<file path="src/rtl/grid_draw_pkg.sv">
// Shared widths, FSM encodings and helpers for the grid draw scheduler.
package grid_draw_pkg;

  localparam int unsigned TILE_ID_W       = 4;
  localparam int unsigned X_W             = 8;
  localparam int unsigned Y_W             = 7;
  localparam int unsigned CELL_W          = 4;
  localparam int unsigned SNAP_MAX_W      = 64;
  localparam int unsigned DEF_CELL_CYCLES = 321;
  localparam int unsigned SCREEN_W        = 160;
  localparam int unsigned SCREEN_H        = 120;

  typedef logic [2:0] state_t;
  localparam state_t StIdle  = 3'd0;
  localparam state_t StClear = 3'd1;
  localparam state_t StDraw  = 3'd2;
  localparam state_t StNext  = 3'd3;
  localparam state_t StDone  = 3'd4;

  function automatic logic [TILE_ID_W-1:0] tile_at(input logic [SNAP_MAX_W-1:0] snap,
                                                   input logic [CELL_W-1:0]     idx);
    return snap[{idx, 2'b00} +: TILE_ID_W];
  endfunction

endpackage

</file>
<file path="src/rtl/cell_cursor.sv">
// Row-major cell walker; tracks row/col and the cell's pixel origin incrementally.
module cell_cursor
  import grid_draw_pkg::*;
#(
  parameter int unsigned GRID_N   = 3,
  parameter int unsigned TILE_PX  = 32,
  parameter int unsigned ORIGIN_X = 32,
  parameter int unsigned ORIGIN_Y = 16
) (
  input  logic           i_clk,
  input  logic           i_reset,
  input  logic           i_clear,
  input  logic           i_advance,
  output logic [1:0]     o_row,
  output logic [1:0]     o_col,
  output logic [X_W-1:0] o_x_base,
  output logic [Y_W-1:0] o_y_base,
  output logic           o_last
);

  localparam logic [1:0]     LastIdx = 2'(GRID_N - 1);
  localparam logic [X_W-1:0] OrgX    = X_W'(ORIGIN_X);
  localparam logic [Y_W-1:0] OrgY    = Y_W'(ORIGIN_Y);
  localparam logic [X_W-1:0] StepX   = X_W'(TILE_PX);
  localparam logic [Y_W-1:0] StepY   = Y_W'(TILE_PX);

  logic [1:0]     r_row;
  logic [1:0]     r_col;
  logic [X_W-1:0] r_x;
  logic [Y_W-1:0] r_y;
  logic           w_row_end;

  assign w_row_end = (r_col == LastIdx);

  always_ff @(posedge i_clk) begin
    if (i_reset) begin
      r_row <= '0;
      r_col <= '0;
      r_x   <= '0;
      r_y   <= '0;
    end else if (i_clear) begin
      r_row <= '0;
      r_col <= '0;
      r_x   <= OrgX;
      r_y   <= OrgY;
    end else if (i_advance) begin
      if (w_row_end) begin
        r_col <= '0;
        r_row <= r_row + 2'd1;
        r_x   <= OrgX;
        r_y   <= r_y + StepY;
      end else begin
        r_col <= r_col + 2'd1;
        r_x   <= r_x + StepX;
      end
    end
  end

  assign o_row    = r_row;
  assign o_col    = r_col;
  assign o_x_base = r_x;
  assign o_y_base = r_y;
  assign o_last   = w_row_end && (r_row == LastIdx);

endmodule

</file>
<file path="src/rtl/grid_draw_scheduler.sv">
// Walks a snapshot of the board, clearing then enabling the tile draw stage per cell.
// Define SKIP_BLANK_EN to skip CLEAR/DRAW for cells whose tile id is 0.
module grid_draw_scheduler
  import grid_draw_pkg::*;
#(
  parameter int unsigned GRID_N      = 3,
  parameter int unsigned TILE_PX     = 32,
  parameter int unsigned ORIGIN_X    = 32,
  parameter int unsigned ORIGIN_Y    = 16,
  parameter int unsigned CELL_CYCLES = DEF_CELL_CYCLES
) (
  input  logic                            i_clk,
  input  logic                            i_reset,
  input  logic                            i_start,
  input  logic [GRID_N*GRID_N*TILE_ID_W-1:0] i_board_state,
  output logic                            o_busy,
  output logic                            o_done,
  output logic [X_W-1:0]                  o_x_base,
  output logic [Y_W-1:0]                  o_y_base,
  output logic [TILE_ID_W-1:0]            o_tile_id,
  output logic                            o_draw_en,
  output logic                            o_draw_clr
);

  localparam int unsigned SNAP_W  = GRID_N * GRID_N * TILE_ID_W;
  localparam int unsigned CNT_W   = $clog2(CELL_CYCLES + 1);
  localparam logic [CNT_W-1:0] CntLast = CNT_W'(CELL_CYCLES - 1);
  localparam int unsigned MAX_X   = ORIGIN_X + (GRID_N - 1) * TILE_PX + 24;
  localparam int unsigned MAX_Y   = ORIGIN_Y + (GRID_N - 1) * TILE_PX + 24;

  if (GRID_N < 2 || GRID_N > 4 || MAX_X >= SCREEN_W || MAX_Y >= SCREEN_H)
  begin : g_bad_params
    $error("grid_draw_scheduler: grid size or cell origins fall outside the screen");
  end

  state_t                  r_state;
  state_t                  w_state_nxt;
  logic [CNT_W-1:0]        r_cnt;
  logic [SNAP_W-1:0]       r_snap;
  logic [SNAP_MAX_W-1:0]   w_snap_ext;
  logic [1:0]              w_row;
  logic [1:0]              w_col;
  logic [CELL_W-1:0]       w_cell;
  logic [X_W-1:0]          w_x;
  logic [Y_W-1:0]          w_y;
  logic [TILE_ID_W-1:0]    w_cur_id;
  logic                    w_last;
  logic                    w_clear;
  logic                    w_advance;
  logic                    w_skip_first;
  logic                    w_skip_next;
  logic                    w_busy;

  cell_cursor #(
    .GRID_N   (GRID_N),
    .TILE_PX  (TILE_PX),
    .ORIGIN_X (ORIGIN_X),
    .ORIGIN_Y (ORIGIN_Y)
  ) u_cursor (
    .i_clk     (i_clk),
    .i_reset   (i_reset),
    .i_clear   (w_clear),
    .i_advance (w_advance),
    .o_row     (w_row),
    .o_col     (w_col),
    .o_x_base  (w_x),
    .o_y_base  (w_y),
    .o_last    (w_last)
  );

  always_comb begin
    w_snap_ext             = '0;
    w_snap_ext[SNAP_W-1:0] = r_snap;
  end

  // GRID_N is a small constant, so this is just a shift/add of a 2-bit row.
  assign w_cell   = CELL_W'(32'(w_row) * GRID_N + 32'(w_col));
  assign w_cur_id = tile_at(w_snap_ext, w_cell);

`ifdef SKIP_BLANK_EN
  assign w_skip_first = (i_board_state[TILE_ID_W-1:0] == '0);
  assign w_skip_next  = (tile_at(w_snap_ext, w_cell + CELL_W'(1)) == '0);
`else
  assign w_skip_first = 1'b0;
  assign w_skip_next  = 1'b0;
`endif

  always_comb begin
    w_state_nxt = r_state;
    w_clear     = 1'b0;
    w_advance   = 1'b0;
    case (r_state)
      StIdle: begin
        if (i_start) begin
          w_clear     = 1'b1;
          w_state_nxt = w_skip_first ? StNext : StClear;
        end
      end
      StClear: w_state_nxt = StDraw;
      StDraw: begin
        if (r_cnt == CntLast) w_state_nxt = StNext;
      end
      StNext: begin
        if (w_last) begin
          w_state_nxt = StDone;
        end else begin
          w_advance   = 1'b1;
          w_state_nxt = w_skip_next ? StNext : StClear;
        end
      end
      StDone:  w_state_nxt = StIdle;
      default: w_state_nxt = StIdle;
    endcase
  end

  always_ff @(posedge i_clk) begin
    if (i_reset) begin
      r_state <= StIdle;
      r_cnt   <= '0;
      r_snap  <= '0;
    end else begin
      r_state <= w_state_nxt;
      if (r_state == StClear) begin
        r_cnt <= '0;
      end else if (r_state == StDraw) begin
        r_cnt <= r_cnt + CNT_W'(1);
      end
      if (w_clear) r_snap <= i_board_state;
    end
  end

  assign w_busy     = (r_state != StIdle);
  assign o_busy     = w_busy;
  assign o_done     = (r_state == StDone);
  assign o_draw_en  = (r_state == StDraw);
  assign o_draw_clr = (r_state == StClear);
  assign o_x_base   = w_busy ? w_x : '0;
  assign o_y_base   = w_busy ? w_y : '0;
  assign o_tile_id  = w_busy ? w_cur_id : '0;

endmodule

</file>
<file path="config.mk">
export PLATFORM = sky130hd
export DESIGN_NAME = grid_draw_scheduler
export DESIGN_NICKNAME = d
export VERILOG_FILES = /design/src/rtl/grid_draw_pkg.sv /design/src/rtl/cell_cursor.sv /design/src/rtl/grid_draw_scheduler.sv
export SDC_FILE = /design/constraint.sdc
export NUM_CORES = 1
export LEC_CHECK = 0
export ABC_AREA = 1
export CORE_ASPECT_RATIO = 1.75
export CORE_MARGIN = 1.5
export CORE_UTILIZATION = 46
export DETAILED_ROUTE_END_ITERATION = 10
export PLACE_DENSITY = 0.75
export SYNTH_ARGS = -nofsm -noshare
export SYNTH_HDL_FRONTEND = slang
export SYNTH_SLANG_ARGS = --single-unit
</file>
<file path="constraint.sdc">
create_clock -name i_clk -period 2.6 [get_ports i_clk]
set_input_delay 0.39 -clock i_clk [delete_from_list [all_inputs] [get_ports i_clk]]
set_output_delay 0.39 -clock i_clk [all_outputs]
set_load 0.005 [all_outputs]
</file>
=== Yosys cells after proc, flatten, opt, wreduce, memory -nomap -nowiden ===
Index checks and enable logic that the tools add are counted.

* Flip-flop bits (word level): 67
* Input bits: 39
* Output and inout port bits: 23
* Word-level logic and storage cells: 54

* $add $sub $neg: 6
* Multiply operators: 1
* Equality and inequality tests: 9
* Shift operators: 1
* Muxes and demuxes: 18
* Reductions and logical operators: 10

{| class="wikitable"
|+ Operator list
! operator !! count
|-
| indexed part select 64 x 7 -> 4 bit || 1
|-
| two-way mux 8 bit || 2
|-
| two-way mux 5 bit || 3
|-
| two-way mux 6 bit || 2
|-
| case mux 3 bit (4 select lines) || 1
|-
| adder 9 x 1 -> 9 bit (second input constant) || 1
|-
| equality test 9 bit (second input constant) || 1
|-
| two-way mux 3 bit || 3
|-
| adder 8 x 6 -> 8 bit (second input constant) || 1
|-
| adder 7 x 6 -> 7 bit (second input constant) || 1
|-
| two-way mux 7 bit || 1
|-
| equality test 3 x 2 -> 1 bit (second input constant) || 2
|-
| AND reduction 2 bit || 3
|-
| adder 2 x 1 -> 2 bit (second input constant) || 2
|-
| adder 4 x 2 -> 4 bit || 1
|-
| equality test 2 bit (second input constant) || 2
|-
| multiplier 2 x 2 -> 4 bit (second input constant) || 1
|-
| two-way mux 1 bit || 4
|-
| two-way mux 4 bit || 1
|-
| nonzero test 2 bit || 2
|-
| OR reduction 2 bit || 2
|-
| equality test 3 x 1 -> 1 bit (second input constant) || 1
|-
| equality test 3 bit (second input constant) || 1
|-
| logical NOT 3 bit || 1
|-
| 5 further kinds || 5
|}

=== Logic depth before layout (Yosys ltp) ===
* Word-level depth: 6
* Depth in mapped cells: 11
* Depth with buffers taken out: 11

=== Hierarchy ===
From an unflattened synthesis, not the netlist that was laid out.

* Cells, all modules: 471
* Area total of the unflattened synthesis: 3,090.5 µm²

{| class="wikitable"
|+ Modules (own cells, without submodules)
! module !! instances !! cells each !! area each (µm²) !! sequential area each (µm²)
|-
| grid_draw_scheduler || 1 || 388 || 2,474.9 || 960.9
|-
| cell_cursor || 1 || 83 || 615.6 || 300.3
|}

=== Least setup slack after synthesis ===
Ideal clock, no wire load.

* Path kind: flip-flop to output port
* From: register u_cursor.r_col[1] (netlist: u_cursor.o_col[1])
* To: output port o_tile_id[0]
* Data arrival time: 2,163 ps
* Path slack: 47 ps
* Stages on the path, launching flop included: 12
* Cell sequence: dfxtp_1 -> inv_1 -> fa_1 -> inv_1 -> ha_1 -> inv_1 -> fa_1 -> inv_1 -> nand3_1 -> nand2_1 -> nor2_1 -> nor2_1

* Longest elaborated chain between the ends: 3

{| class="wikitable"
|+ RTL lines
! item !! line !! RTL
|-
| from (decl) || cell_cursor.sv:28 || <nowiki>logic [1:0] r_col;</nowiki>
|-
| from (signal assigned) || cell_cursor.sv:53 || <nowiki>r_col <= r_col + 2'd1;</nowiki>
|-
| adder 4 x 2 -> 4 bit || grid_draw_scheduler.sv:77 || <nowiki>assign w_cell = CELL_W'(32'(w_row) * GRID_N + 32'(w_col));</nowiki>
|-
| indexed part select 64 x 7 -> 4 bit || grid_draw_pkg.sv:22 || <nowiki>return snap[{idx, 2'b00} +: TILE_ID_W];</nowiki>
|-
| two-way mux 4 bit || grid_draw_scheduler.sv:139 || <nowiki>assign o_tile_id = w_busy ? w_cur_id : '0;</nowiki>
|-
| to (decl) || grid_draw_scheduler.sv:20 || <nowiki>output logic [TILE_ID_W-1:0] o_tile_id,</nowiki>
|}

No other way between the ends.

=== Worst setup path after layout ===
* From: register u_cursor.r_col[1] (netlist: u_cursor.o_col[1])
* To: output port o_tile_id[2]

The elaborated chain is that of the path after synthesis.

==> results.toml <==
[status]
run_status = "finished, violations left"
violations = "negative setup slack"

[die]
io_pins = 62
core-area_sq_um = 6490
start_util_pct = 47.50
dieHeight_um = 111.3
dieArea_sq_um = 7222
rows = 39
die_width_um = 64.89

[worst_setup_path]
worstReg2RegStart = "r_state[0]$_SDFFE_PP0P_"
ff2ff_setup_slack_ns = 0.70
crit_type = "flip-flop to output pin"
worstSetupStartpointType = "flip-flop"
cp-end-kind = "output pin"
r2r_end = "r_snap[19]$_SDFFE_PP0P_"
crit_fanout = 3
crit_required_ns = 2.21
arrival_ns = 2.64
r2r_cells = 5

[clock_network]
root_buffer = "clkbuf_16"
path_clk_slew_ns = 0.05
clock-sinks = 63
cts_tree = "done"
insertion_delay_ns = 0.33
cts_max_level = 3
cts_buffers = 9
clk_path_buf_depth = 2

[layout]
finalNonFillerCells = 609
fin_util_pct = 63.72
diodes = 0
post-route-cell-area_sq_um = 4135
area_growth_pct = 34.13
final_common_cell = "nand2_1"
drive_gt1_share_pct = 12.14
final_cell_mix = "123 x nand2_1, 70 x nand3_1, 60 x dfxtp_1"
nNetsFinal = 569

[detailed_routing]
dr_wl_met2_mm = 4.428
drt-total-wl_mm = 7.956
first_pass_iters = 4
top_layer_used = "met4"
drt_iter0_drc = 182
met1Wirelength_mm = 2.996
post-route-drc-count = 0
route.antenna.remaining_nets = 0
wl_per_cell_um = 13.06
wl_met3_um = 349
vias = 3106
viasPerCell = 5.100

[timing]
hold_ws_ns = 0.4345
worst_slack_ns = -0.4282
fin_crit_ns = 3.028
worst_pin_slew_ns = 0.6290
hold_viol = 0
setup_violations = 4
maxSlewViolCount = 0
period_share_pct = 116.5
rsz0062_at_grt = "yes"
fmax_ghz = 0.3302
max-slew-margin-rel_pct = 57.97
finClkSkew_ns = 0.005400

[power]
fin_total_pwr_mw = 2.689
cellLeakagePower_nw = 1.653
ir_worst_vdd_mv = 0.6700
powerDensity_nw_per_um2 = 650.2

[grt]
grtUsageTotal_pct = 23.87
grt_pass1_wl_mm = 13.39
antenna_found_initial = 0
grt_max_degree = 40
grt_overflow = 0
grt_pass1_vias = 3003

[place]
placed_cells = 587
hpwlAfterDp_mm = 5.675
placed_cell_area_sq_um = 3780
numPortBuffers = 57
gp_congestion = 0.9251

[synth]
ys_types = 27
syn_inst = 454
ys_seq_area_share_pct = 40.91
synth_warnings = 0
syn-cell-area_sq_um = 3083
synth-seq-cells = 63
synth.area.top_cells = "dfxtp_1 41%, nand2_1 15%, nand3_1 12%"
synth_top_area_share_pct = 40.91
avgSynthCellArea_sq_um = 6.791
yosysTopAreaCell = "dfxtp_1"

[min_path]
min_from = "u_cursor.o_x_base[2]$_SDFFE_PP0N_"
whs_endpoint = "u_cursor.o_x_base[2]$_SDFFE_PP0N_"
hp-class = "flip-flop to flip-flop"
hold_path_depth = 2

[run]
maxCapViolCount = 0
worst max-delay path, stage by stage, from the launching register on:
cell     delay [ns]
dfxtp_2        0.33
inv_2          0.05
fa_1           0.51
inv_1          0.09
ha_2           0.18
inv_2          0.03
fa_2           0.55
buf_6          0.11
nand4_1        0.10
nand2_1        0.09
nand2_1        0.05
nor2_1         0.11
buf_2          0.12
layer usage:
| layer | vias up | global-route usage [%] |
|---|---|---|
| li1 | 1591 | - |
| met1 | 1419 | 24.85 |
| met2 | 83 | 44.26 |
| met3 | 13 | 5.685 |
| met4 | 0 | 9.645 |
| met5 | - | 0 |
how the worst max path moves through the flow:
stage,start,endpoint,slack [ns],cells past startpoint
4_1_cts,u_cursor.o_row[1]$_SDFFE_PP0P_,o_tile_id[1],-0.43,12
2_1_floorplan,u_cursor.o_col[1]$_SDFFE_PP0N_,o_tile_id[0],0.05,11
3_3_place_gp,u_cursor.o_col[1]$_SDFFE_PP0N_,o_tile_id[3],-0.50,12
6_report,u_cursor.o_col[1]$_SDFFE_PP0N_,o_tile_id[2],-0.43,12
5_1_grt,u_cursor.o_col[1]$_SDFFE_PP0N_,o_tile_id[1],-0.52,12
3_5_place_dp,u_cursor.o_col[1]$_SDFFE_PP0N_,o_tile_id[0],-0.59,12
final cells by class:
cell class / instances / area, sq um
clock buffer: 10 / 239.0
fill: 606 / 2355
inverter: 46 / 180.2
timing repair buffer: 80 / 743.2
tap: 82 / 102.6
multi-input combinational: 322 / 1545
sequential: 63 / 1265
clock inverter: 6 / 60.06
registers in the layout, indices dropped and copies added, names as in the netlist:
signal / flops
r_snap: 36
u_cursor.o_row: 2
u_cursor.o_y_base: 3
r_state: 3
u_cursor.o_x_base: 8
r_cnt: 9
u_cursor.o_col: 2
cell usage after synthesis, drive strengths merged:
cell,number
clkbuf,10
nor4,1
nand3,72
nor3,5
inv,46
nand4,8
nand2,124
a21oi,50
nor2,43
o21ai,3
nand3b,1
ha,6
fa,2
dfxtp,63
conb,1
or2,2
xor2,1
buf,16
kinds of logic after synthesis:
group           share of synthesized area (%)
simple gates                            36.40
buf+inv                                 9.943
flops                                   40.91
compound gates                          8.604
fa+ha+maj                               3.734
xor+xnor                               0.2841
other cells                            0.1216
through the flow:
| stage | worst slack [ns] | TNS (ns) |
|---|---|---|
| final | -0.4282 | -1.674 |
| after global routing | -0.5234 | -2.062 |
| after CTS | -0.4332 | -1.716 |
| after detailed placement | -0.5938 | -2.326 |
| after global placement | -0.5050 | -2.011 |
| after floorplan | 0.04652 | 0 |
what timing repair did:
item                       in CTS  in global routing
hold buffers                    0                  0
pin swaps                       9                 10
setup endpoints to repair       4                  4
gates resized for setup        29                  3
buffers inserted                6                  0
power by group:
part           internal (mW)  switching [mW]  total, mW  leakage, nW
sequential              1.03          0.0448       1.08        0.515
clock                  0.761           0.423       1.18        0.144
combinational          0.185           0.243      0.428        0.993
Note: power is estimated with default switching activity, not from simulation.
